==> config.mk <==
export PLATFORM = sky130hd
export DESIGN_NAME = maxpool_ctrl
export DESIGN_NICKNAME = d
export VERILOG_FILES = /design/src/rtl/maxpool_ctrl.sv
export SDC_FILE = /design/constraint.sdc
export NUM_CORES = 1
export LEC_CHECK = 0
export CORE_MARGIN = 2
export CORE_UTILIZATION = 39
export DETAILED_ROUTE_END_ITERATION = 8
export PLACE_DENSITY = 0.77
export SYNTH_ARGS = -nofsm -noshare
export SYNTH_HDL_FRONTEND = slang
export SYNTH_SLANG_ARGS = --single-unit
==> constraint.sdc <==
create_clock -name clk_in -period 1.8 [get_ports clk_in]
set_input_delay 0.27 -clock clk_in [delete_from_list [all_inputs] [get_ports clk_in]]
set_output_delay 0.27 -clock clk_in [all_outputs]
set_load 0.005 [all_outputs]
==> src/rtl/maxpool_ctrl.sv <==
// maxpool_ctrl: walks a row-major feature map in 2x2 / stride-2 windows,
// streams each window into the maxpool unit as four consecutive samples,
// waits for the pooled result and writes it to the output RAM in
// row-major output order.
module maxpool_ctrl #(
  parameter int BITS       = 16,
  parameter int IMG_W      = 8,
  parameter int IMG_H      = 8,
  parameter int ADDR_W     = 6,
  parameter int OUT_ADDR_W = 4
) (
  input  logic                  clk_in,
  input  logic                  rst,
  input  logic                  go,
  output logic                  busy,
  output logic                  done,
  output logic                  rd_en,
  output logic [ADDR_W-1:0]     rd_addr,
  input  logic [BITS-1:0]       rd_data,
  output logic                  pool_start,
  output logic [BITS-1:0]       pool_data,
  input  logic                  pool_ready,
  input  logic [BITS-1:0]       pool_result,
  output logic                  wr_en,
  output logic [OUT_ADDR_W-1:0] wr_addr,
  output logic [BITS-1:0]       wr_data
);

  typedef enum logic [2:0] {
    S_IDLE  = 3'd0,
    S_RD0   = 3'd1,
    S_RD1   = 3'd2,
    S_RD2   = 3'd3,
    S_RD3   = 3'd4,
    S_LAST  = 3'd5,
    S_WAIT  = 3'd6,
    S_WRITE = 3'd7
  } state_t;

  localparam logic [ADDR_W-1:0]     ONE_A    = ADDR_W'(1);
  localparam logic [ADDR_W-1:0]     IMG_W_A  = ADDR_W'(IMG_W);
  localparam logic [ADDR_W-1:0]     OX_MAX   = ADDR_W'(IMG_W / 2 - 1);
  localparam logic [ADDR_W-1:0]     OY_MAX   = ADDR_W'(IMG_H / 2 - 1);
  localparam logic [OUT_ADDR_W-1:0] HALF_W_O = OUT_ADDR_W'(IMG_W / 2);

  state_t                  state_q, state_d;
  logic [ADDR_W-1:0]       ox_q, ox_d;
  logic [ADDR_W-1:0]       oy_q, oy_d;
  logic [OUT_ADDR_W-1:0]   wr_addr_q, wr_addr_d;
  logic [BITS-1:0]         wr_data_q, wr_data_d;
  logic                    done_q, done_d;

  logic [ADDR_W-1:0]       base_addr;
  logic [OUT_ADDR_W-1:0]   out_addr;
  logic                    last_win;

  // Window geometry: top-left read address, output slot and last-window flag.
  always_comb begin
    base_addr = ((oy_q << 1) * IMG_W_A) + (ox_q << 1);
    out_addr  = (OUT_ADDR_W'(oy_q) * HALF_W_O) + OUT_ADDR_W'(ox_q);
    last_win  = (ox_q == OX_MAX) && (oy_q == OY_MAX);
  end

  // Next-state logic, counter updates and strobes decoded from the current state.
  always_comb begin
    state_d    = state_q;
    ox_d       = ox_q;
    oy_d       = oy_q;
    wr_addr_d  = wr_addr_q;
    wr_data_d  = wr_data_q;
    done_d     = 1'b0;
    rd_en      = 1'b0;
    rd_addr    = '0;
    pool_start = 1'b0;
    wr_en      = 1'b0;
    case (state_q)
      S_IDLE: begin
        if (go) begin
          ox_d    = '0;
          oy_d    = '0;
          state_d = S_RD0;
        end else begin
          state_d = S_IDLE;
        end
      end
      S_RD0: begin
        rd_en   = 1'b1;
        rd_addr = base_addr;
        state_d = S_RD1;
      end
      S_RD1: begin
        // The RD0 word is on rd_data now, so the pooling unit starts here.
        rd_en      = 1'b1;
        rd_addr    = base_addr + ONE_A;
        pool_start = 1'b1;
        state_d    = S_RD2;
      end
      S_RD2: begin
        rd_en   = 1'b1;
        rd_addr = base_addr + IMG_W_A;
        state_d = S_RD3;
      end
      S_RD3: begin
        rd_en   = 1'b1;
        rd_addr = base_addr + IMG_W_A + ONE_A;
        state_d = S_LAST;
      end
      S_LAST: begin
        // Fourth sample is on pool_data; no read this cycle.
        state_d = S_WAIT;
      end
      S_WAIT: begin
        // Ready from the previous window was cleared during RD1, so this one is fresh.
        if (pool_ready) begin
          wr_data_d = pool_result;
          wr_addr_d = out_addr;
          state_d   = S_WRITE;
        end else begin
          state_d = S_WAIT;
        end
      end
      S_WRITE: begin
        wr_en = 1'b1;
        if (last_win) begin
          done_d  = 1'b1;
          state_d = S_IDLE;
        end else if (ox_q == OX_MAX) begin
          ox_d    = '0;
          oy_d    = oy_q + ONE_A;
          state_d = S_RD0;
        end else begin
          ox_d    = ox_q + ONE_A;
          state_d = S_RD0;
        end
      end
      default: begin
        state_d = S_IDLE;
      end
    endcase
  end

  // State, window counters and write-port registers; reset returns everything to idle.
  always_ff @(posedge clk_in or posedge rst) begin
    if (rst) begin
      state_q   <= S_IDLE;
      ox_q      <= '0;
      oy_q      <= '0;
      wr_addr_q <= '0;
      wr_data_q <= '0;
      done_q    <= 1'b0;
    end else begin
      state_q   <= state_d;
      ox_q      <= ox_d;
      oy_q      <= oy_d;
      wr_addr_q <= wr_addr_d;
      wr_data_q <= wr_data_d;
      done_q    <= done_d;
    end
  end

  assign busy      = (state_q != S_IDLE);
  assign done      = done_q;
  assign wr_addr   = wr_addr_q;
  assign wr_data   = wr_data_q;
  assign pool_data = rd_data;

endmodule

Yosys cells after proc, flatten, opt, wreduce, memory -nomap -nowiden
Index checks and enable logic that the tools add are counted.
{"block": "op_classes", "addsub": 7, "n_reduce_logical": 8, "n_eq_ne": 12, "mux": 17}
{"cell": "$mux W6", "count": 5}
{"cell": "$add A6 B1 Y6 const B", "count": 4}
{"cell": "$pmux W3 S8", "count": 1}
{"cell": "$pmux W6 S2", "count": 2}
{"cell": "$pmux W6 S4", "count": 1}
{"cell": "$eq A3 B3 Y1 const B", "count": 4}
{"cell": "$eq A6 B2 Y1 const B", "count": 2}
{"cell": "$mux W1", "count": 8}
{"cell": "$add A6 B4 Y6 const B", "count": 1}
{"cell": "$add A6 B6 Y6", "count": 1}
{"cell": "$eq A3 B2 Y1 const B", "count": 2}
{"cell": "$ne A2 B2 Y1 const B", "count": 3}
{"cell": "$add A4 B4 Y4", "count": 1}
{"cell": "$reduce_and A4 Y1", "count": 1}
{"cell": "$reduce_or A4 Y1", "count": 1}
{"cell": "$eq A3 B1 Y1 const B", "count": 1}
{"cell": "$logic_not A3 Y1", "count": 1}
{"cell": "$reduce_and A3 Y1", "count": 1}
{"cell": "$reduce_bool A3 Y1", "count": 1}
{"cell": "$reduce_and A2 Y1", "count": 1}
{"cell": "$reduce_bool A2 Y1", "count": 1}
{"cell": "$logic_and A1 B1 Y1", "count": 1}
{"block": "word_totals", "register_bits": 36, "out_inout_bits": 47, "inputBits": 36, "elab_cells": 50}

Longest topological paths before layout
Gate-level depths: netlist of run 1.
{"block": "depth", "word_depth": 4, "depth_mapped": 6, "ltp_nobuf": 5}

Least setup slack after synthesis of run 1
OpenSTA, ideal clock, no wires.
{"block": "synth_timing", "kind": "reg-to-output", "from": "reg oy_q[0]", "to": "out rd_addr[4]", "path_slack_ns": -0.024, "stages_incl_launch_ff": 6, "arrival_ns": 1.554, "cell_sequence": "dfrtp_1 -> ha_1 -> ha_1 -> mux2_2 -> a221oi_1 -> a21oi_1"}
{"block": "synth_via", "elab_chain_cells": 4, "elab_cells_between_ends": 5, "classes_between": "add/sub: 4; mux: 1"}
{"item": "start, declared", "line_no": "48", "rtl": "logic [ADDR_W-1:0] oy_q, oy_d;"}
{"item": "start signal, assigned", "line_no": "154", "rtl": "oy_q <= oy_d;"}
{"item": "$add A6 B6 Y6 (*)", "line_no": "59", "rtl": "base_addr = ((oy_q << 1) * IMG_W_A) + (ox_q << 1);"}
{"item": "$add A6 B4 Y6", "line_no": "100, 105"}
{"item": "$add A6 B1 Y6", "line_no": "105", "rtl": "rd_addr = base_addr + IMG_W_A + ONE_A;"}
{"item": "$pmux W6 S4 (*)", "line_no": "76", "rtl": "case (state_q)"}
{"item": "end, declared", "line_no": "18", "rtl": "output logic [ADDR_W-1:0] rd_addr,"}
Mark *: on every way between the ends. The rest lies on a longest branch, timed or not.

Worst setup path after layout of run 1
{"block": "layout_timing", "from": "reg ox_q[3]", "to": "out rd_addr[4]"}
{"block": "layout_via", "elab_chain_cells": 4, "elab_cells_between_ends": 5, "classes_between": "add/sub: 4; mux: 1"}
{"item": "start, declared", "line_no": "47", "rtl": "logic [ADDR_W-1:0] ox_q, ox_d;"}
{"item": "start signal, assigned", "line_no": "146", "rtl": "ox_q <= '0;"}
{"item": "start signal, assigned", "line_no": "153", "rtl": "ox_q <= ox_d;"}
{"item": "$add A6 B6 Y6 (*)", "line_no": "59"}
{"item": "$add A6 B4 Y6", "line_no": "100, 105"}
{"item": "$add A6 B1 Y6", "line_no": "105"}
{"item": "$pmux W6 S4 (*)", "line_no": "76"}
Marked as above.

==> flow_summary.toml, run 1 <==
[setup_path]
crit_chain = "ha_4, ha_4, mux2_4, a221oi_2, a21oi_1, buf_2"
arrival_ns = 1.89
required_ns = 1.53
path_class = "reg -> out"
worstPathMaxFanout = 2
cp-end-kind = "primary output"
start_kind = "register"
slowest_delay_ns = 0.41
crit_slowest_cell = "dfrtp_1"
worstPathBufferInverterCount = 1
crit_path_frequent_cell = "ha_4"
crit_family = "adder cells"

[place]
dp.cells = 303
place.gp.congestion = 0.805
dp_slack_ns = -0.405
place_area_um2 = 2620
dp_hpwl_um = 3230
io_buffer_count = 50

[layout]
final_common_cell = "clkdlybuf4s50_1"
final_area_um2 = 2940
fin_cells = 320
antennaDiodeCount = 0
drive_above_1_share = 0.388
nets = 290
syn2layout_area_growth_pct = 47.6
layout_common_cells = "40 x clkdlybuf4s50_1, 34 x dfrtp_1, 26 x buf_4"

[synthesis]
syn-cell-area_um2 = 1990
yosys_register_bits = 36
yosysWarnings = 0
ys.flop_type = "dfrtp_1"
ys_types = 46
postSynthNetCount = 223
yosysSeqAreaShare = 0.452
synth_largest_area_cell = "dfrtp_1"
synth_simple_gate_area_frac = 0.144
synth_compound_area_frac = 0.0867
synthXorXnorAreaFrac = 0.0396
ys_top_cells_by_area = "dfrtp_1 45%, mux2_2 12%, buf_4 6.4%"
synth_area_per_cell_um2 = 10.9
synth_top_family_by_area = "simple AND/OR/NAND/NOR gates"
synthArstFlopShare = 1.00
syn-instance-count = 182
synthAdderAreaFrac = 0.0314
muxShareOfSynthArea = 0.144
synth_top_area_frac = 0.452
synth_edf_count = 0

[timing]
drv_slew = 0
fin_worst_hold_slack_ns = 0.378
rsz0062_at_grt = "true"
maxSlewHeadroom = 0.693
fmax_mhz = 464
finalWorstSetupSlack_ns = -0.355
worst_slew_pin_slew_ns = 0.461
post-route-min-period_ns = 2.16
period_share = 1.20
skew_ns = 0.00738
setup_viol = 11
final-hold-violation-count = 0
fin_setup_tns_ns = -1.18

[die]
die_y_um = 75.5
dieArea_um2 = 5690
start_util = 0.398
die_x_um = 75.5
coreArea_um2 = 5010
io_pins = 83
num_rows = 26

[detailed_routing]
highest_layer = "met4"
num_vias = 1618
dr_wl_met2_um = 2320
routed_wl_um = 4700
met3_wirelength_um = 348
ant_nets = 0
met1_length_um = 1940
viasPerCell = 5.06
drc = 0
post_drt_wl_per_cell_um = 14.7
firstDrtPassIters = 4
drt-initial-drc-count = 67

[job]
max_cap_viol_count = 0

[global_route]
antenna_found_initial = 0
grt_pass1_wl_um = 7040
grt_use_total = 0.167
grt_pass1_vias = 1503
grt_overflow_total = 0
grt_max_degree = 37

[clock_tree]
ctsHoldBuffers = 0
clock_tree.htree_level_count = 2
cts_root_buf = "clkbuf_8"
path_clk_slew_ns = 0.07
clock_latency_ns = 0.29
cts_buffers = 5
cts_tree = "done"
max-clock-path-buffers = 2
cts.sinks = 36

[min_path]
hp-class = "in -> async"

[power]
p_per_area_nw_per_um2 = 1750
power.leakage_nw = 1.29
peakVddDrop_mv = 0.602

[status]
status = "complete, but fails checks"
violations = "setup timing"
final cells by class:
type | count | area [um^2]
fillers | 409 | 2070
multi-input cells | 115 | 1030
flip-flops and latches | 36 | 903
repair buffers | 86 | 791
well taps | 70 | 87.6
clock buffers | 6 | 72.6
clock inverters | 2 | 35.0
inverters | 5 | 18.8
layer usage:
| metal | up-vias | global-route usage |
|---|---|---|
| li1 | 765 | - |
| met2 | 58 | 0.292 |
| met4 | 0 | 0.0624 |
| met1 | 787 | 0.193 |
| met3 | 8 | 0.0489 |
| met5 | - | 0 |
registers in the layout (all words and copies together) (netlist names):
name     cells
oy_q         6
wr_data     16
state_q      3
wr_addr      4
ox_q         6
done         1
power breakdown:
group / total, mW / switching (mW) / internal (mW)
sequential: 1.46 / 0.279 / 1.18
combinational: 2.98 / 1.21 / 1.77
clock: 0.698 / 0.287 / 0.411
total: 5.14 / 1.78 / 3.37
synth_stat cells, types with 2 or more instances:
cell type / n
buf_2: 5
o21ai_0: 6
inv_1: 5
dfrtp_1: 36
or4_1: 2
buf_4: 17
and2_1: 3
mux2_2: 21
xnor2_1: 7
mux2i_1: 5
nand2_1: 14
ha_1: 5
xor2_1: 2
buf_6: 2
a21oi_1: 2
nand3_1: 8
o21ai_1: 5
a31oi_1: 2
nor2_1: 8
what timing repair did:
action | in CTS | in global routing
gates resized for setup | 38 | 24
setup buffers | 4 | 5
setup endpoints to repair | 17 | 14
pin swaps | 7 | 13
hold endpoints to repair | 0 | 0
metrics by stage:
| step | power, mW | util |
|---|---|---|
| 2_1_floorplan | 2.72 | - |
| 3_3_place_gp | 3.91 | 0.524 |
| 3_5_place_dp | 4.00 | 0.524 |
| 4_1_cts | 4.92 | 0.566 |
| 5_1_grt | 5.49 | 0.587 |
| 6_report | 5.14 | 0.587 |
path summary, 6_finish.rpt:
| check | depth (start not counted) | from | to | slack (ns) |
|---|---|---|---|---|
| worst max-delay path | 6 | ox_q[3] | rd_addr[4] | -0.36 |
| worst min-delay path | 3 | rst | wr_data[0] | 0.38 |
| worst max register to register | 6 | ox_q[3] | state_q[0] | -0.16 |
| worst min register to register | 2 | wr_addr[3] | wr_addr[3] | 0.49 |
| max in group asynchronous | 3 | rst | state_q[1] | 1.07 |
| min in group clk_in | 2 | wr_addr[3] | wr_addr[3] | 0.49 |
cell families (layout without fill, tap and decap cells):
kind of cell	after synthesis	after routing
buf+inv	31	99
compound gates	26	26
mux	26	26
xor+xnor	9	9
flops	36	36
fa+ha+maj	5	5
simple gates	49	49
worst min-delay path, cell delays in order:
cell and delay (ns):
clkdlybuf4s50_1 0.40, inv_1 0.05, buf_4 0.39
Note: power is estimated with default switching activity, not from simulation.
==> run 2, diff against run 1 <==
Settings changed: CORE_MARGIN 2 to not set.
==> flow_summary.toml, run 2 (synthesis results as in run 1) <==
[detailed_routing]
ant_nets = 0
drt-initial-drc-count = 49
firstDrtPassIters = 4
viasPerCell = 5.23
num_vias = 1720
drc = 0
routed_wl_um = 5340
post_drt_wl_per_cell_um = 16.2

[job]
max_cap_viol_count = 0

[setup_path]
slowest_delay_ns = 0.41
ff2ff_setup_slack_ns = -0.08
arrival_ns = 1.86
required_ns = 1.53
worstReg2RegStart = "state_q[1]"
crit_chain = "ha_4, ha_4, mux2_4, a221oi_2, a21oi_1, buf_2"
worstPathBufferInverterCount = 1
crit_slowest_cell = "dfrtp_1"
r2r_cells = 12
rr_endpoint = "state_q[1]"
start_kind = "register"
crit_path_frequent_cell = "ha_4"
path_class = "reg -> out"
worstPathMaxFanout = 2
cp-end-kind = "primary output"
crit_family = "adder cells"

[timing]
setup_viol = 10
post-route-min-period_ns = 2.13
maxSlewHeadroom = 0.693
finalWorstSetupSlack_ns = -0.334
rsz0062_at_grt = "true"
fmax_mhz = 469
drv_slew = 0
final-hold-violation-count = 0
period_share = 1.19
fin_setup_tns_ns = -1.19
skew_ns = 0.0105
worst_slew_pin_slew_ns = 0.461

[clock_tree]
clock_latency_ns = 0.29
cts.sinks = 36
cts_root_buf = "clkbuf_8"
cts_tree = "done"
clock_tree.htree_level_count = 2
cts_buffers = 5
ctsHoldBuffers = 0
path_clk_slew_ns = 0.08
max-clock-path-buffers = 2

[die]
die_y_um = 73.5
io_pins = 83
coreArea_um2 = 4820
start_util = 0.414
num_rows = 25
die_x_um = 73.5
dieArea_um2 = 5400

[global_route]
grt_pass1_vias = 1633
antenna_found_initial = 0
grt_max_degree = 37
grt_pass1_wl_um = 7430
grt_use_total = 0.184
grt_overflow_total = 0

[status]
status = "complete, but fails checks"
violations = "setup timing"

[place]
dp_hpwl_um = 3120
place_area_um2 = 2640
place.gp.congestion = 0.802
io_buffer_count = 50

[layout]
syn2layout_area_growth_pct = 56.1
final_common_cell = "clkdlybuf4s50_1"
drive_above_1_share = 0.431
layout_common_cells = "41 x clkdlybuf4s50_1, 34 x dfrtp_1, 30 x buf_4"
largest_reg_flops = 16
fillers = 374
antennaDiodeCount = 0
regArea_um2 = 903
nets = 302
final_util = 0.645
multiInputGateArea_um2 = 1070
final_area_um2 = 3110

[power]
p_per_area_nw_per_um2 = 1880
power.leakage_nw = 1.36
peakVddDrop_mv = 0.854

[min_path]
hp-class = "in -> async"
## run 2: cell count changes in the layout (fill, tap and decap cells not counted), moves of 2 or more
cell and change:
buf_2 +2, buf_4 +4, buf_6 +8, dlygate4sd2_1 -2, xnor2_2 -2, clkbuf_8 +2
xnor2_4 +3
## run 2: worst max path at each step
stage,to,from,cells past startpoint
after floorplan,state_q[0],ox_q[3],5
after global placement,rd_addr[4],ox_q[3],6
final,rd_addr[4],oy_q[0],6
after detailed placement,rd_addr[4],ox_q[3],6
after CTS,rd_addr[4],oy_q[0],6
after global routing,rd_addr[4],oy_q[0],6
## run 2: timing repair
| item | 4_1_cts | 5_1_grt |
|---|---|---|
| endpoints found under the setup margin | 17 | 17 |
| resized for setup | 37 | 41 |
| buffers inserted | 12 | 11 |
| gates cloned | 0 | 0 |
| pin swaps | 10 | 17 |
## run 2: cell type report
type / instances / share of cell area
Inverter: 5 / 0.00604
Tap cell: 67 / 0.0270
Sequential cell: 36 / 0.291
Clock buffer: 7 / 0.0310
Clock inverter: 1 / 0.00966
Timing Repair Buffer: 98 / 0.291
Multi-Input combinational cell: 115 / 0.345
## run 2: per-layer routing
metal	share of wire	global-route usage	wire length, um	up-vias
li1	-	-	-	788
met1	0.38	0.193	2030	837
met2	0.50	0.324	2690	80
met3	0.085	0.0604	452	15
met4	0.031	0.0983	164	0
met5	0	0	0	-
## run 2: metrics by stage
stage / setup slack (ns) / instances / power [mW] / hold WS (ns)
4_1_cts: -0.357 / 322 / 5.18 / 0.398
2_1_floorplan: 0.0113 / 182 / 2.72 / 0.406
3_3_place_gp: -0.397 / 302 / 3.91 / 0.461
5_1_grt: -0.386 / 329 / 6.16 / 0.465
6_report: -0.334 / 329 / 5.84 / 0.390
3_5_place_dp: -0.437 / 302 / 3.98 / 0.480
## run 2: tightest hold or removal path: stages
cell and delay [ns]:
clkdlybuf4s50_1 0.40, inv_1 0.05, buf_4 0.39
## run 2: where the power goes
group | switching [mW] | internal [mW] | leakage, nW
clock | 0.293 | 0.489 | 0.0645
sequential | 0.296 | 1.18 | 0.454
combinational | 1.42 | 2.17 | 0.842
==> run 3, diff against run 2 <==
Settings changed: CORE_UTILIZATION 39 to 43, MAX_ROUTING_LAYER set to met4, PLACE_DENSITY 0.77 to 0.81.
Clock period 1.8 ns to 2.1 ns, I/O delays scaled along.
==> flow_summary.toml, run 3 (synthesis results as in run 1) <==
[place]
io_buffer_count = 50
place_area_um2 = 2480
place.gp.congestion = 0.885
dp_hpwl_um = 3040
dp.cells = 272

[global_route]
grt_max_degree = 37
grt_use_total = 0.198
grt_pass1_vias = 1512
antenna_found_initial = 0
grt_overflow_total = 0
grt_pass1_wl_um = 7320

[timing]
fmax_mhz = 454
rsz0062_at_grt = "true"
setup_viol = 3
finalWorstSetupSlack_ns = -0.101
period_share = 1.05
drv_slew = 0
skew_ns = 0.00626
post-route-min-period_ns = 2.20
final-hold-violation-count = 0
worst_slew_pin_slew_ns = 0.465
maxSlewHeadroom = 0.690

[status]
status = "complete, but fails checks"
violations = "setup timing"

[die]
die_y_um = 70.1
num_rows = 24
io_pins = 83
dieArea_um2 = 4910
start_util = 0.451
die_x_um = 70.1
coreArea_um2 = 4410

[power]
power.leakage_nw = 1.14
p_per_area_nw_per_um2 = 1510
peakVddDrop_mv = 0.502
power_mw = 4.05

[clock_tree]
cts_root_buf = "clkbuf_8"
cts.sinks = 36
cts_tree = "done"
clock_tree.htree_level_count = 2
clock_latency_ns = 0.29
path_clk_slew_ns = 0.08
cts_buffers = 5
max-clock-path-buffers = 2

[detailed_routing]
ant_nets = 0
viasPerCell = 5.53
drc = 0
routed_wl_um = 4550
drt-initial-drc-count = 159
num_vias = 1576
post_drt_wl_per_cell_um = 15.9
firstDrtPassIters = 4

[setup_path]
required_ns = 1.78
path_class = "reg -> out"
ff2ff_setup_slack_ns = 0.07
worstPathMaxFanout = 2
cp-end-kind = "primary output"
arrival_ns = 1.89
start_kind = "register"

[layout]
final_area_um2 = 2680
fin_cells = 285
nets = 273
largest_reg_flops = 16
fillers = 357
antennaDiodeCount = 0
syn2layout_area_growth_pct = 34.5
layout_common_cells = "48 x clkdlybuf4s50_1, 33 x dfrtp_1, 20 x mux2_2"
final_common_cell = "clkdlybuf4s50_1"
drive_above_1_share = 0.288

[job]
max_cap_viol_count = 0

[min_path]
hp-class = "in -> async"
[run 3: changes by cell type in the layout (fill, tap and decap cells not counted), moves of 3 or more]
cell             previous run  this run
buf_2                       5         1
buf_4                      30        19
buf_6                      17         0
clkdlybuf4s50_1            41        48
xnor2_1                     3         6
xnor2_4                     3         0
[run 3: final timing paths]
check / from / to / cells past startpoint
min in group clk_in: wr_data[0] / wr_data[0] / 1
worst max-delay path: ox_q[3] / rd_addr[4] / 6
worst min register to register: wr_data[0] / wr_data[0] / 1
worst min-delay path: rst / wr_data[6] / 3
worst max register to register: ox_q[3] / state_q[0] / 6
max in group asynchronous: rst / state_q[2] / 3
[run 3: per-layer routing]
layer | global-route usage | routed length [um] | share of wire | vias to the layer above
li1 | - | - | - | 722
met1 | 0.242 | 1930 | 0.42 | 786
met2 | 0.307 | 2260 | 0.50 | 58
met3 | 0.0534 | 265 | 0.058 | 10
met4 | 0.0867 | 91 | 0.020 | 0
met5 | - | 0 | 0 | -
[run 3: per-stage QoR]
stage	setup slack [ns]	util	TNS, ns	hold slack, ns
after floorplan	0.231	-	0	0.451
after global placement	-0.206	0.562	-0.206	0.465
after detailed placement	-0.210	0.562	-0.210	0.491
after CTS	-0.168	0.603	-0.220	0.445
after global routing	-0.138	0.607	-0.364	0.492
final	-0.101	0.607	-0.176	0.436
[run 3: power by group]
part	leakage, nW	switching (mW)	internal [mW]
clock network	0.0541	0.258	0.351
registers	0.454	0.288	1.02
logic	0.633	0.845	1.29
[run 3: repair_timing]
item                       CTS  global route
setup buffers                4             2
pin swaps                    2             3
hold buffers                 0             0
resized for setup           12             6
setup endpoints to repair    7             7
[run 3: cell type report]
class	instances	area, um^2	area share
Inverter	5	18.8	0.00700
Sequential cell	36	905	0.338
Timing Repair Buffer	69	637	0.238
Tap cell	52	65.1	0.0243
Clock buffer	5	68.8	0.0257
Multi-Input combinational cell	115	943	0.352
Clock inverter	3	42.5	0.0159
[run 3: critical path, cell delays in order (launching register included)]
cell and delay, ns:
dfrtp_1 0.42, ha_4 0.29, ha_4 0.19, mux2_4 0.26, a221oi_2 0.23, a21oi_1 0.07
buf_2 0.13
